<file path="src/rtl/mem_access_load_unit.sv">
// Load engine between the AGU and the writeback/commit broadcast: issues word reads to the
// dcache, tracks in-flight loads in order, aligns/extends the data. Optional perf counters: FALCO_LOAD_PERF_CNT_EN.
module mem_access_load_unit #(
  parameter int XLEN      = 32,
  parameter int ROB_IDX_W = 5,
  parameter int PREG_W    = 6,
  parameter int DEPTH     = 4
) (
  input  logic                 clk,
  input  logic                 rst_n,
  input  logic                 flush,
  input  logic                 req_valid,
  output logic                 req_ready,
  input  logic [XLEN-1:0]      req_addr,
  input  logic [1:0]           req_size,
  input  logic                 req_unsigned,
  input  logic [ROB_IDX_W-1:0] req_rob_idx,
  input  logic [PREG_W-1:0]    req_prd,
  output logic                 dc_req_valid,
  input  logic                 dc_req_ready,
  output logic [XLEN-1:0]      dc_req_addr,
  input  logic                 dc_rsp_valid,
  input  logic [XLEN-1:0]      dc_rsp_data,
  output logic                 wb_valid,
  output logic [PREG_W-1:0]    wb_prd,
  output logic [XLEN-1:0]      wb_data,
  output logic                 commit_valid,
  output logic [ROB_IDX_W-1:0] commit_rob_idx,
  output logic                 commit_exc
`ifdef FALCO_LOAD_PERF_CNT_EN
  ,
  output logic [31:0]          perf_load_cnt,
  output logic [31:0]          perf_stall_cnt
`endif
);

  localparam int PTR_W = $clog2(DEPTH);
  localparam int CNT_W = PTR_W + 1;

  typedef struct packed {
    logic [ROB_IDX_W-1:0] rob_idx;
    logic [PREG_W-1:0]    prd;
    logic [1:0]           size;
    logic                 uns;
    logic [1:0]           off;
    logic                 exc;
    logic                 killed;
  } entry_t;

  entry_t               mem_q [DEPTH];
  entry_t               mem_d [DEPTH];
  logic [PTR_W-1:0]     head_q, head_d, tail_q, tail_d;
  logic [CNT_W-1:0]     count_q, count_d;

  logic                 wb_valid_q, wb_valid_d;
  logic [PREG_W-1:0]    wb_prd_q, wb_prd_d;
  logic [XLEN-1:0]      wb_data_q, wb_data_d;
  logic                 commit_valid_q, commit_valid_d;
  logic [ROB_IDX_W-1:0] commit_rob_idx_q, commit_rob_idx_d;
  logic                 commit_exc_q, commit_exc_d;

  logic                 misaligned, full, empty, push, pop, kill;
  entry_t               head_e;
  logic [XLEN-1:0]      shifted, aligned;

  assign misaligned = (req_size == 2'd1 && req_addr[0]) ||
                      (req_size == 2'd2 && req_addr[1:0] != 2'b00) ||
                      (req_size == 2'd3);
  assign full  = (count_q == CNT_W'(DEPTH));
  assign empty = (count_q == '0);

  // Misaligned loads only enter an empty queue, so no dcache response can overtake them.
  assign req_ready    = misaligned ? (empty && !flush) : (dc_req_ready && !full && !flush);
  assign dc_req_valid = !misaligned && req_valid && !full && !flush;
  assign dc_req_addr  = {req_addr[XLEN-1:2], 2'b00};
  assign push         = req_valid && req_ready;

  assign head_e = mem_q[head_q];
  assign pop    = !empty && (head_e.exc || dc_rsp_valid);
  assign kill   = head_e.killed || flush;

  assign shifted = dc_rsp_data >> {head_e.off, 3'b000};

  always_comb begin
    aligned = shifted;
    case (head_e.size)
      2'd0:    aligned = {{(XLEN-8){shifted[7] & ~head_e.uns}}, shifted[7:0]};
      2'd1:    aligned = {{(XLEN-16){shifted[15] & ~head_e.uns}}, shifted[15:0]};
      default: aligned = shifted;
    endcase
  end

  always_comb begin
    for (int i = 0; i < DEPTH; i++) begin
      mem_d[i] = mem_q[i];
      if (flush) mem_d[i].killed = 1'b1;
    end
    if (push) begin
      mem_d[tail_q] = '{rob_idx: req_rob_idx, prd: req_prd, size: req_size,
                        uns: req_unsigned, off: req_addr[1:0], exc: misaligned,
                        killed: 1'b0};
    end
    head_d  = pop  ? head_q + PTR_W'(1) : head_q;
    tail_d  = push ? tail_q + PTR_W'(1) : tail_q;
    count_d = count_q + CNT_W'(push) - CNT_W'(pop);
  end

  // Killed pops (including the one caught by flush this cycle) are consumed silently.
  always_comb begin
    commit_valid_d   = pop && !kill;
    wb_valid_d       = commit_valid_d && !head_e.exc;
    commit_exc_d     = commit_valid_d && head_e.exc;
    commit_rob_idx_d = commit_valid_d ? head_e.rob_idx : '0;
    wb_prd_d         = wb_valid_d ? head_e.prd : '0;
    wb_data_d        = wb_valid_d ? aligned : '0;
  end

  always_ff @(posedge clk or negedge rst_n) begin
    if (!rst_n) begin
      for (int i = 0; i < DEPTH; i++) mem_q[i] <= '0;
      head_q           <= '0;
      tail_q           <= '0;
      count_q          <= '0;
      wb_valid_q       <= 1'b0;
      wb_prd_q         <= '0;
      wb_data_q        <= '0;
      commit_valid_q   <= 1'b0;
      commit_rob_idx_q <= '0;
      commit_exc_q     <= 1'b0;
    end else begin
      for (int i = 0; i < DEPTH; i++) mem_q[i] <= mem_d[i];
      head_q           <= head_d;
      tail_q           <= tail_d;
      count_q          <= count_d;
      wb_valid_q       <= wb_valid_d;
      wb_prd_q         <= wb_prd_d;
      wb_data_q        <= wb_data_d;
      commit_valid_q   <= commit_valid_d;
      commit_rob_idx_q <= commit_rob_idx_d;
      commit_exc_q     <= commit_exc_d;
    end
  end

  assign wb_valid       = wb_valid_q;
  assign wb_prd         = wb_prd_q;
  assign wb_data        = wb_data_q;
  assign commit_valid   = commit_valid_q;
  assign commit_rob_idx = commit_rob_idx_q;
  assign commit_exc     = commit_exc_q;

`ifdef FALCO_LOAD_PERF_CNT_EN
  logic [31:0] perf_load_cnt_q, perf_load_cnt_d;
  logic [31:0] perf_stall_cnt_q, perf_stall_cnt_d;

  always_comb begin
    perf_load_cnt_d  = perf_load_cnt_q + 32'(commit_valid_q);
    perf_stall_cnt_d = perf_stall_cnt_q + 32'(req_valid && !req_ready);
  end

  always_ff @(posedge clk or negedge rst_n) begin
    if (!rst_n) begin
      perf_load_cnt_q  <= '0;
      perf_stall_cnt_q <= '0;
    end else begin
      perf_load_cnt_q  <= perf_load_cnt_d;
      perf_stall_cnt_q <= perf_stall_cnt_d;
    end
  end

  assign perf_load_cnt  = perf_load_cnt_q;
  assign perf_stall_cnt = perf_stall_cnt_q;
`endif

endmodule

</file>
<file path="config.mk">
export PLATFORM = sky130hd
export DESIGN_NAME = mem_access_load_unit
export DESIGN_NICKNAME = d
export VERILOG_FILES = /design/src/rtl/mem_access_load_unit.sv
export SDC_FILE = /design/constraint.sdc
export NUM_CORES = 1
export LEC_CHECK = 0
export CAP_MARGIN = 30
export CORE_MARGIN = 3
export CORE_UTILIZATION = 48
export DETAILED_ROUTE_END_ITERATION = 10
export GPL_TIMING_DRIVEN = 0
export PLACE_DENSITY = 0.84
export SLEW_MARGIN = 20
export SYNTH_ARGS = -nofsm -noshare
export SYNTH_HDL_FRONTEND = slang
export SYNTH_SLANG_ARGS = --single-unit
</file>
<file path="constraint.sdc">
create_clock -name clk -period 3.4 [get_ports clk]
set_input_delay 0.85 -clock clk [delete_from_list [all_inputs] [get_ports clk]]
set_output_delay 0.85 -clock clk [all_outputs]
set_load 0.02 [all_outputs]
</file>
=== Word level (Yosys, flattened, before mapping) ===
Cells that the tools add are included.

* Register bits: 125
* Input bits: 84
* Output and inout bits: 80
* Logic and storage cells: 98

* $add $sub $neg: 4
* Magnitude comparators: 3
* Equality and inequality tests: 5
* Shift operators: 1
* Multiplexer cells: 16
* Bitwise operators: 5
* Reduce and logical (&&, ||, !) cells: 27

{| class="wikitable"
|+ Operator list
! operator !! number
|-
| $bwmux W72 || 1
|-
| $pmux W32 S2 || 1
|-
| $mux W55 || 1
|-
| $mux W18 || 3
|-
| $bmux W18 S2 || 1
|-
| $demux W18 S2 || 1
|-
| $mux W32 || 1
|-
| $shr A32 B5 Y32 || 1
|-
| $logic_and A1 B1 Y1 || 14
|-
| $ge A3 B3 Y1 const B || 2
|-
| $logic_not A1 Y1 || 6
|-
| $mux W6 || 1
|-
| $not A2 Y3 || 2
|-
| $mux W1 || 5
|-
| $mux W5 || 1
|-
| $add A2 B1 Y2 const B || 2
|-
| $eq A2 B1 Y1 const B || 2
|-
| $eq A2 B2 Y1 const B || 2
|-
| $logic_or A1 B1 Y1 || 4
|-
| $add A3 B1 Y3 || 1
|-
| $eq A3 B3 Y1 const B || 1
|-
| $logic_not A3 Y1 || 1
|-
| $lt A3 B1 Y1 const B || 1
|-
| $sub A3 B1 Y3 || 1
|-
| other kinds (4) || 5
|}

=== Depth between registers and ports, before layout ===
* Word-level depth: 9
* Gate-level depth with buffers: 11
* Depth with buffers taken out: 11

=== Worst setup path after synthesis ===
No wires, ideal clock.

* Path type: input to output
* Start: input port req_size[0]
* End: output port req_ready
* Data arrival time: 2.362 ns
* Data required time: 2.550 ns
* Setup slack: 0.188 ns
* Stages: 3
* Buffers on the path: 0
* Path through: nor3_1 nor3_1 a2111oi_0

* Cells in the longest elaborated chain, start to end: 5
* Elaborated cells between the ends (all ways): 8
* Those cells by class: eq/ne (3); mux (1); reduce/logical (4)

{| class="wikitable"
|+ RTL lines
! item !! line !! text
|-
| start: declaration || 15 || <nowiki>input logic [1:0] req_size,</nowiki>
|-
| $eq A2 B1 Y1 or $eq A2 B2 Y1 (tied branches) || 66, 67 ||
|-
| $logic_and A1 B1 Y1 (on tied branches) || 66, 67 ||
|-
| $logic_or A1 B1 Y1 || 66 || <nowiki>assign misaligned = (req_size == 2'd1 && req_addr[0]) ||</nowiki>
|-
| $logic_or A1 B1 Y1 (*) || 67 || <nowiki>(req_size == 2'd2 && req_addr[1:0] != 2'b00) ||</nowiki>
|-
| $mux W1 (*) || 73 || <nowiki>assign req_ready = misaligned ? (empty && !flush) : (dc_req_ready && !full && !flush);</nowiki>
|-
| end: declaration || 13 || <nowiki>output logic req_ready,</nowiki>
|}

Every way passes the cells marked *; elsewhere a longest branch is shown, timed or not.

=== Final worst setup path ===
* Start: input port req_addr[1]
* End: output port req_ready

* Cells in the longest elaborated chain, start to end: 5

{| class="wikitable"
|+ RTL lines
! item !! line !! text
|-
| start: declaration || 14 || <nowiki>input logic [XLEN-1:0] req_addr,</nowiki>
|-
| $reduce_bool A2 Y1 || 67 ||
|-
| $logic_and A1 B1 Y1 || 67 ||
|-
| $logic_or A1 B1 Y1 || 66 ||
|-
| $logic_or A1 B1 Y1 || 67 ||
|-
| $mux W1 || 73 ||
|}

Every way passes these cells.

==> results.cfg <==
[layout]
area_growth_syn_to_layout_pct = 36.8
nNetsFinal = 660
layout-drive-gt1-share = 0.296
antenna_cells = 0

[drt]
ant_nets = 0
drt_iter0_markers = 193
drtPass1Iterations = 4
drc = 0
avgViaCountPerCell = 5.47
route.vias.total = 3968
drt-total-wl_mm = 14.1
wl_per_cell_um = 19.5

[sta]
fmax_mhz = 306
rsz0062_at_grt = no
setup_viol = 0
setup_tns_ns = 0
tightest_slew_ns = 0.891
fin_worst_skew_ns = 0.00718
finalHoldViolCount = 0
finalMaxSlewViolations = 0
min_period_ns = 3.27
worst_hold_slack_ns = 0.358
fin_crit_sh = 0.962
maxSlewHeadroom = 0.406

[critical_path]
start_kind = primary input
worstSetupEndpointType = primary output
critPathRequiredTime_ns = 2.55
arrival_ns = 2.42
r2r_end = count_q[2]$_DFF_PN0_
worst-setup-path-type = in -> out
r2r_slack_ns = 0.70
crit_path_start = req_addr[1]
rr_worst_depth = 11
critPathMaxFanout = 5
rr_startpoint = head_q[0]$_DFFE_PN0P_

[logic_synthesis]
yosys.area_share.simple = 0.0619
synth_compound_area_frac = 0.0689
synth.distinct_cells = 42
ys.flop_type = dfrtp_1
syn_area_mm2 = 0.00576
synth_mux_area_frac = 0.236
yosysSeqAreaShare = 0.543
synthArstFlopShare = 1.00
syn_inst = 418
synth-xor-area-share = 0.00913
synth_fa_ha_area_frac = 0.0165
synth_edf_count = 0
synth_top_family_by_area = multiplexers
avgSynthCellArea_um2 = 13.8
yosys_register_bits = 125
ys_warn_count = 0

[floorplanning]
start_util = 0.498
die_width_um = 116
die_h_um = 116
pin_count = 164
fp-row-count = 39
fp.coreArea_mm2 = 0.0116
die_area_mm2 = 0.0133

[clocking]
cts_buffers = 17
cts.path.max_buffers = 2
ctsHtreeMaxLevel = 4
clk_latency_ns = 0.41
post-cts-setup-buffer-count = 0
ctsHoldBuffers = 0
root_buffer = clkbuf_16
clk_pin_slew_ns = 0.06
tritoncts = done
cts.sinks = 125

[placed_design]
portBuffers = 130
gp_congestion = 0.882
dp_hpwl_mm = 10.0

[power_and_ir_drop]
p_total_mw = 6.54
max-vdd-ir-drop_mv = 0.522
power.density_mw_per_mm2 = 830
power_leakage_nw = 3.56

[worst_hold_path]
hold_path_class = in -> async

[global_route]
grt_pass1_vias = 4284
grtUsageTotal = 0.217
grt_max_degree = 82
grt_pass1_wl_mm = 21.8
grt_overflow_total = 0
antenna_found_initial = 0

[run_status]
status = completed

[flow_run]
max_cap_viol_count = 0
==> sequential cells by signal, summed over array words and instances (netlist names) <==
| register | flops |
|---|---|
| commit_valid | 1 |
| commit_exc | 1 |
| wb_prd | 6 |
| commit_rob_idx | 5 |
| count_q | 3 |
| tail_q | 2 |
| mem_q | 72 |
| wb_valid | 1 |
| wb_data | 32 |
| head_q | 2 |
==> placed cells by master, fill, tap and decap left out, drive strengths merged, types with 2 or more instances in the layout <==
| cell | n |
|---|---|
| dfrtp | 125 |
| clkdlybuf4s50 | 125 |
| mux2 | 68 |
| buf | 48 |
| nor2 | 25 |
| a211oi | 23 |
| clkbuf | 23 |
| nor2b | 21 |
| mux4 | 19 |
| mux2i | 16 |
| inv | 14 |
| o21ai | 10 |
| a21o | 9 |
| ha | 6 |
| nand2 | 6 |
| xnor2 | 5 |
| o21a | 4 |
| clkinv | 4 |
| nor3 | 4 |
| clkinvlp | 3 |
| a211o | 2 |
| conb | 2 |
| bufinv | 2 |
| dlygate4sd2 | 2 |
| nand2b | 2 |
==> worst max path at each step <==
stage	end	slack, ns	depth (start not counted)
finish	req_ready	0.13	5
global route	count_q[2]$_DFF_PN0_	0.07	12
CTS	req_ready	0.05	5
detailed placement	req_ready	-0.48	5
global placement	tail_q[1]$_DFFE_PN0P_	-3.00	1
floorplan	req_ready	0.19	3
==> per-layer routing <==
| metal | wire (um) | share of wire | GRT usage | vias to the layer above |
|---|---|---|---|---|
| li1 | - | - | - | 1765 |
| met1 | 5480 | 0.39 | 0.260 | 2021 |
| met2 | 7430 | 0.53 | 0.375 | 155 |
| met3 | 892 | 0.063 | 0.0559 | 27 |
| met4 | 332 | 0.024 | 0.0829 | 0 |
| met5 | 0 | 0 | 0 | - |
==> what timing repair did <==
action	CTS	global route
gates resized for setup	9	2
hold endpoints to repair	0	0
setup endpoints to repair	2	2
==> layout make-up <==
type,instances,area (um^2)
tap,143,179
sequential,125,3130
multi-input combinational,235,2290
clock buffer,18,439
fill,839,3690
timing repair buffer,131,1330
clock inverter,14,158
inverter,9,33.8
buffer,50,330
==> synthesized netlist by cell type, drive strengths merged (9+ instances only) <==
cell type | number | area (um^2)
a211oi | 23 | 185
a21o | 9 | 67.6
buf | 45 | 312
dfrtp | 125 | 3130
inv | 9 | 33.8
mux2 | 68 | 766
mux2i | 16 | 160
mux4 | 19 | 435
nor2 | 25 | 93.8
nor2b | 21 | 131
o21ai | 10 | 50.0
==> through the flow <==
step | cell area, um^2 | utilization | cells | setup WS (ns)
floorplan | 5760 | - | 419 | 0.188
global placement | 7240 | 0.626 | 692 | -3.00
detailed placement | 7270 | 0.629 | 693 | -0.475
CTS | 7880 | 0.682 | 725 | 0.0509
global route | 7880 | 0.681 | 725 | 0.0722
finish | 7880 | 0.681 | 725 | 0.128
==> worst max-delay path, stage by stage <==
cell and delay, ns:
clkdlybuf4s50_1 0.60, nor3_4 0.07, o21ba_2 0.25, a2111oi_1 0.40, buf_2 0.24
==> report_power, final <==
part	switching, mW	internal [mW]	total, mW
logic	1.22	1.32	2.55
registers	0.244	1.95	2.20
clock network	0.689	1.11	1.80
total	2.15	4.39	6.54
==> cell families (layout without fill, tap and decap cells) <==
logic type / after synthesis / in the layout
adders and majority gates: 7 / 7
DFF: 125 / 125
xor gates and xnor gates: 6 / 6
other: 1 / 2
muxes: 103 / 103
and+or+nand+nor: 65 / 65
buffers and inverters: 59 / 222
AOI/OAI and AO/OA: 52 / 52
(Power assumes the default switching activity.)
